File: src/rtl/dropout_pkg.sv
// Shared constants and helpers for the dropout stream stage.
// Galois LFSR step and per-channel seed derivation live here.
package dropout_pkg;

    localparam int          LFSR_W      = 16;
    localparam logic [15:0] LFSR_TAPS   = 16'hB400;
    localparam logic [15:0] SEED_STRIDE = 16'h1F35;
    localparam int          RATE_W      = 8;

    function automatic logic [LFSR_W-1:0] seed_for_channel(
        input logic [LFSR_W-1:0] base,
        input int                c
    );
        logic [31:0]       prod;
        logic [LFSR_W-1:0] s;
        prod = 32'(c) * 32'(SEED_STRIDE);
        s    = base + prod[LFSR_W-1:0];
        // An all-zero Galois LFSR would lock up forever
        return (s == '0) ? LFSR_W'(1) : s;
    endfunction

    function automatic logic [LFSR_W-1:0] lfsr_next(
        input logic [LFSR_W-1:0] s
    );
        return s[0] ? ((s >> 1) ^ LFSR_TAPS) : (s >> 1);
    endfunction

endpackage

File: src/rtl/dropout_lfsr16.sv
// One 16-bit Galois LFSR, right shift, with reload and advance.
// Reload has priority over advance.
module dropout_lfsr16
    import dropout_pkg::*;
#(
    parameter logic [LFSR_W-1:0] INIT = 16'h0001
) (
    input  logic              clk,
    input  logic              reset,
    input  logic              load,
    input  logic [LFSR_W-1:0] load_value,
    input  logic              advance,
    output logic [LFSR_W-1:0] state
);

    always_ff @(posedge clk or posedge reset) begin
        if (reset) begin
            state <= INIT;
        end else if (load) begin
            state <= load_value;
        end else if (advance) begin
            state <= lfsr_next(state);
        end
    end

endmodule

File: src/rtl/dropout_stream_unit.sv
// Training-time dropout stage: one registered beat of N_CH channels.
// Define DROPOUT_SCALE_EN to scale kept channels by SCALE_Q44 (inverted dropout).
module dropout_stream_unit
    import dropout_pkg::*;
#(
    parameter int          N_CH      = 8,
    parameter int          DW        = 8,
    parameter logic [15:0] SEED      = 16'hACE1,
    parameter logic [7:0]  SCALE_Q44 = 8'h20
) (
    input  logic                 clk,
    input  logic                 reset,
    input  logic                 enable,
    input  logic [RATE_W-1:0]    drop_rate,
    input  logic                 seed_load,
    input  logic [LFSR_W-1:0]    seed_value,
    input  logic                 in_valid,
    output logic                 in_ready,
    input  logic [N_CH*DW-1:0]   in_data,
    output logic                 out_valid,
    input  logic                 out_ready,
    output logic [N_CH*DW-1:0]   out_data,
    output logic [N_CH-1:0]      out_mask
);

    logic                accept;
    logic                advance;
    logic [N_CH-1:0]     mask_d;
    logic [N_CH*DW-1:0]  data_d;

    assign in_ready = !out_valid || out_ready;
    assign accept   = in_valid && in_ready;
    assign advance  = accept && enable;

    for (genvar c = 0; c < N_CH; c++) begin : g_ch
        logic [LFSR_W-1:0] lfsr;
        logic [DW-1:0]     din;
        logic [DW-1:0]     kept;

        dropout_lfsr16 #(
            .INIT (seed_for_channel(SEED, c))
        ) u_lfsr (
            .clk        (clk),
            .reset      (reset),
            .load       (seed_load),
            .load_value (seed_for_channel(seed_value, c)),
            .advance    (advance),
            .state      (lfsr)
        );

        assign din       = in_data[c*DW +: DW];
        assign mask_d[c] = enable && (lfsr[RATE_W-1:0] < drop_rate);

`ifdef DROPOUT_SCALE_EN
        logic [DW+7:0] prod;
        logic [DW+3:0] shr;
        assign prod = (DW+8)'(din) * (DW+8)'(SCALE_Q44);
        assign shr  = prod[DW+7:4];
        // Pass-through beats are never scaled
        assign kept = !enable ? din
                    : (|shr[DW+3:DW]) ? {DW{1'b1}} : shr[DW-1:0];
`else
        assign kept = din;
`endif

        assign data_d[c*DW +: DW] = mask_d[c] ? '0 : kept;
    end

    always_ff @(posedge clk or posedge reset) begin
        if (reset) begin
            out_valid <= 1'b0;
            out_data  <= '0;
            out_mask  <= '0;
        end else if (accept) begin
            out_valid <= 1'b1;
            out_data  <= data_d;
            out_mask  <= mask_d;
        end else if (out_ready) begin
            out_valid <= 1'b0;
        end
    end

endmodule
File: config.mk
export PLATFORM = sky130hd
export DESIGN_NAME = dropout_stream_unit
export DESIGN_NICKNAME = d
export VERILOG_FILES = /design/src/rtl/dropout_pkg.sv /design/src/rtl/dropout_lfsr16.sv /design/src/rtl/dropout_stream_unit.sv
export SDC_FILE = /design/constraint.sdc
export NUM_CORES = 1
export LEC_CHECK = 0
export CAP_MARGIN = 40
export CORE_ASPECT_RATIO = 2
export CORE_MARGIN = 10
export CORE_UTILIZATION = 61
export DETAILED_ROUTE_END_ITERATION = 6
export MAX_ROUTING_LAYER = met4
export PLACE_DENSITY = 0.95
export SLEW_MARGIN = 30
export SYNTH_ARGS = -nofsm -noshare
export SYNTH_HDL_FRONTEND = slang
export SYNTH_SLANG_ARGS = --single-unit
File: constraint.sdc
create_clock -name clk -period 9.55 [get_ports clk]
set_clock_uncertainty 0.2 [all_clocks]
set_input_delay 1.4325 -clock clk [delete_from_list [all_inputs] [get_ports clk]]
set_output_delay 1.4325 -clock clk [all_outputs]
set_load 0.01 [all_outputs]
Yosys cells after proc, flatten, opt, wreduce, memory -nomap -nowiden:

Cells that the tools add are included.

* flip-flop bits (word level): 201
* input port bits: 94
* output and inout bits: 74
* logic and storage cells: 98

* add/subtract/negate cells: 7
* order comparisons: 8
* muxes and demuxes: 42
* bitwise operators: 8
* reductions and logical operators: 22

Operators with widths (count)
* 16-bit two-way mux: 32
* 16-bit zero test: 8
* 8-bit < comparator: 8
* 8-bit two-way mux: 8
* 16-bit adder (second input constant): 3
* 16-bit by 15-bit adder with 16-bit output (second input constant): 2
* 3-bit NOT with 4-bit output: 8
* 16-bit by 13-bit adder with 16-bit output (second input constant): 1
* 16-bit by 14-bit adder with 16-bit output (second input constant): 1
* 1-bit logical AND: 10
* 2-bit nonzero test: 2
* 1-bit two-way mux: 2
* 1-bit zero test: 1
* 1-bit logical OR: 1

Depth between registers and ports, before layout:

* depth in word-level cells: 6
* depth in mapped cells: 10
* mapped depth without buffers: 8

Hierarchy:

A second synthesis with hierarchy kept.

* cells, all modules: 1506
* area total of the unflattened synthesis: 13533.0 um^2

By module, submodules not included
* dropout_stream_unit: instances 1, cells an instance 906, area an instance 7074.3 um^2, seq. area each 1826.8 um^2
* dropout_lfsr16 (g_ch[0].u_lfsr ...): instances 3, cells an instance 75, area an instance 808.3 um^2, seq. area each 410.4 um^2
* dropout_lfsr16 (g_ch[1].u_lfsr ...): instances 3, cells an instance 75, area an instance 807.0 um^2, seq. area each 409.1 um^2
* dropout_lfsr16 (g_ch[2].u_lfsr): instances 1, cells an instance 75, area an instance 810.8 um^2, seq. area each 412.9 um^2
* dropout_lfsr16 (g_ch[3].u_lfsr): instances 1, cells an instance 75, area an instance 802.0 um^2, seq. area each 404.1 um^2

Worst setup path after synthesis:

No wires, ideal clock.

* path type: input to register
* start: input port seed_value[2]
* end: register g_ch[2].u_lfsr.state[1]
* library setup time: 0.078 ns
* data arrival time: 4.298 ns
* required time: 9.272 ns
* path slack: 4.974 ns
* cell stages on the path: 8
* path buffers: 1
* cells stage by stage: clkbuf_1 -> inv_1 -> ha_1 -> or4_1 -> or4_1 -> or4_1 -> or4_1 -> and3_1

* longest elaborated chain between the ends: 4

RTL lines
* start: declaration: RTL line dropout_stream_unit.sv:16 `input logic [LFSR_W-1:0] seed_value,`
* 16-bit by 14-bit adder with 16-bit output: RTL line dropout_pkg.sv:17 `s = base + prod[LFSR_W-1:0];`
* 16-bit zero test: RTL line dropout_pkg.sv:19 `return (s == '0) ? LFSR_W'(1) : s;`
* 16-bit two-way mux: RTL line dropout_pkg.sv:19
* 16-bit two-way mux: RTL line dropout_lfsr16.sv:19 `end else if (load) begin`
* end signal: assignment: RTL line dropout_lfsr16.sv:20 `state <= load_value;`
* end signal: assignment: RTL line dropout_lfsr16.sv:22 `state <= lfsr_next(state);`
* end: declaration: RTL line dropout_lfsr16.sv:13 `output logic [LFSR_W-1:0] state`

Every way passes these cells.
A chain may end at the register's enable or synchronous reset.

Worst setup path after layout:

Same ends and word-level chain as after synthesis.

==> flow_summary_export.csv <==
group,metric,value,unit
worst_setup_path,cp_common_cell,"or4_1",
sta,setup_violations,0,
drt,dr.pass1.iters,6,
cts,cts_tree,"built",
finish,final_util,0.742,
sta,setup_tns,0,ns
sta,fmax,0.202,GHz
cts,cts.sinks,201,
pwr,power.leakage,7.05,nW
synth,netlist_area,0.0128,mm2
drt,vias,11632,
grt,grt_max_degree,84,
worst_setup_path,crit_path_end,"g_ch[2].u_lfsr.state[1]",
cts,cts_setup_buffers,0,
finish,syn_to_final_growth,20.6,%
finish,drive_above_1_share,0.105,
floorplan,core-area,0.0208,mm2
sta,slew_headroom,0.356,
worst_setup_path,cp_slowest_stage_delay,0.85,ns
worst_setup_path,worstReg2RegStart,"out_valid",
cts,numCtsBuffers,20,
synth,synth_top_cell_area_share,0.279,
worst_setup_path,crit_fanout,15,
worst_setup_path,start_kind,"input port",
cts,clockRootBuffer,"clkbuf_16",
synth,synth-main-ff-cell,"dfrtp_1",
place,place_congestion,0.995,
sta,hold_violations,0,
cts,cts_buffer_depth,3,
cts,path_clk_slew,0.06,ns
drt,drc,0,
sta,min_period_over_period,0.518,
floorplan,die_h,225,um
finish,stdcell_area,0.0155,mm2
synth,synth-edff-count,0,
synth,netlist_instances,1352,
pwr,vdd_drop_max,129,uV
worst_setup_path,path_cells,"clkdlybuf4s50_1, inv_1, ha_1, or4_1, or4_1, or4_1, or4_1, and3_1",
worst_setup_path,crit_slowest_cell,"clkdlybuf4s50_1",
drt,drt_iter0_markers,1008,
synth,yosys-top-cells-area,"dfrtp_1 (28%), mux2i_1 (12%), dfstp_2 (12%)",
place,dp_cells,1715,
floorplan,dieArea,0.0275,mm2
drt,post_drt_wl_per_cell,26.5,um
worst_setup_path,reg2regPathDepth,7,
synth,avgSynthCellArea,9.47,um2
worst_hold_path,hp-class,"flip-flop to flip-flop",
floorplan,rows,75,
finish,layout_common_cells,"clkdlybuf4s50_1 (166), mux2i_1 (155), dfrtp_1 (143)",
worst_setup_path,crit_type,"input port to flip-flop",
drt,antenna_left,0,
worst_setup_path,reg2reg_slack,6.39,ns
flow_run,cap_violations,0,
outcome,outcome,"complete, no violations",
worst_setup_path,cp.arrival,5.19,ns
grt,grt_pass1_vias,12365,
place,hpwlAfterDp,32300,um
worst_setup_path,critPathBufInv,2,
finish,nets,1634,
sta,slew_viol_final,0,
synth,yosysSeqAreaShare,0.398,
sta,worst_pin_slew,0.953,ns
worst_setup_path,startpoint,"seed_value[2]",
place,port_buffers,167,
cts,cts_resized,0,
place,placed_area,0.0148,mm2
cts,cts_htree_levels,1,
synth,yosys.area.top_type,"dfrtp_1",
synth,ys_warn_count,0,
grt,grt_first_pass_wirelength,71200,um
worst_setup_path,crit_path_end_kind,"flip-flop",
grt,antenna_found_initial,1,
worst_setup_path,critPathTopFamily,"simple AND/OR/NAND/NOR gates",
worst_setup_path,rr_endpoint,"out_data[33]",
cts,hold_buffers,0,
sta,rsz0062_at_grt,"false",
grt,grt_overflow_total,0,
finish,instances_no_fill,1755,
drt,wl,46500,um
floorplan,io_pins,168,
synth,synth_cell_types,61,
cts,clock_latency,0.52,ns
drt,vias_per_cell,6.63,
worst_setup_path,required,9.79,ns
finish,final_common_cell,"clkdlybuf4s50_1",
floorplan,initial_core_util,0.615,
synth,async_flop_share,1.00,
worst_setup_path,cp_num_cells,8,
sta,period_needed,4.95,ns
pwr,p_per_area,174,mW/mm2
sta,holdWs,0.290,ns
grt,grt_usage,0.342,
floorplan,die_w,122,um
synth,ys_ff_latch,201,
synth,synthesis.nets,1515,
[layer usage]
layer | vias to the layer above | track usage | wire length (um)
li1 | 5081 | - | -
met1 | 5698 | 0.340 | 15900
met2 | 634 | 0.571 | 23600
met3 | 219 | 0.0590 | 3010
met4 | 0 | 0.276 | 4040
met5 | - | - | 0
[per-stage QoR]
| stage | worst slack, ns | power (mW) |
|---|---|---|
| finish | 4.60 | 2.69 |
| CTS | 4.67 | 2.67 |
| global placement | 4.21 | 1.81 |
| detailed placement | 4.15 | 1.86 |
| global route | 4.53 | 2.78 |
| floorplan | 2.53 | 1.52 |
[layout make-up]
type	instances	area, um2
Timing Repair Buffer	198	2000
Antenna cell	1	2.50
Inverter	21	86.3
Sequential cell	201	5100
Multi-Input combinational cell	1029	7270
Tap cell	269	337
Fill cell	1385	5380
Clock inverter	8	50.0
Clock buffer	28	602
[sequential cells by signal, summed over array words and instances, names as in the netlist]
register           cells
out_data              64
g_ch.u_lfsr.state    128
out_valid              1
out_mask               8
[worst reg2reg max path: stages, from the launching register on]
cell and delay [ns]:
dfrtp_1 0.41, nand2b_1 0.28, nand3_4 0.36, buf_4 0.42, buf_16 0.25, a211o_1 0.33
a21oi_1 0.62, nor3_1 0.16
[power by group]
group | internal [mW] | total (mW) | switching (mW) | leakage [nW]
combinational | 0.361 | 0.774 | 0.413 | 4.36
clock | 0.443 | 0.800 | 0.356 | 0.325
sequential | 1.01 | 1.11 | 0.103 | 2.36
total | 1.81 | 2.69 | 0.872 | 7.05
[worst min path at each step]
stage          cells after the start  slack [ns]                startpoint                        to
3_3_place_gp                       1        0.27               out_mask[1]               out_mask[1]
3_5_place_dp                       1        0.28               out_mask[5]               out_mask[5]
6_report                           1        0.29               out_mask[5]               out_mask[5]
2_1_floorplan                      2        0.31  g_ch[3].u_lfsr.state[12]  g_ch[3].u_lfsr.state[12]
5_1_grt                            1        0.31               out_mask[5]               out_mask[5]
4_1_cts                            1        0.29               out_mask[5]               out_mask[5]
[synth_stat cells, types with 4 or more instances]
cell / count
o21ai_0: 57
and3_1: 8
a31oi_1: 9
xor2_1: 9
nor2b_1: 4
nor3_1: 78
o211ai_1: 5
a211o_1: 18
mux2_2: 21
clkbuf_1: 76
o22ai_1: 6
dfrtp_1: 143
nor2_1: 85
nand2b_1: 19
a21oi_1: 73
o31ai_1: 7
o21a_1: 10
nor4_1: 9
xnor2_1: 95
nand3_1: 12
dfstp_2: 58
inv_1: 11
a211oi_1: 19
mux2i_1: 155
o21ai_1: 66
nor4b_1: 6
inv_2: 7
nand2_1: 102
or4_1: 8
ha_1: 69
nand4_1: 8
a21boi_0: 4
a21o_1: 21
buf_1: 25
[logic make-up (layout without fill, tap and decap cells)]
kind of cell	count (synthesis)	in the layout	share of synthesized area
AOI/OAI and AO/OA	321	321	0.152
xor gates and xnor gates	104	104	0.0711
adders and majority gates	69	69	0.0674
buffers and inverters	122	255	0.0357
DFF	201	201	0.398
muxes	177	177	0.140
other	0	1	0
and+or+nand+nor	358	358	0.135
Power figures use the tool's default switching activity.
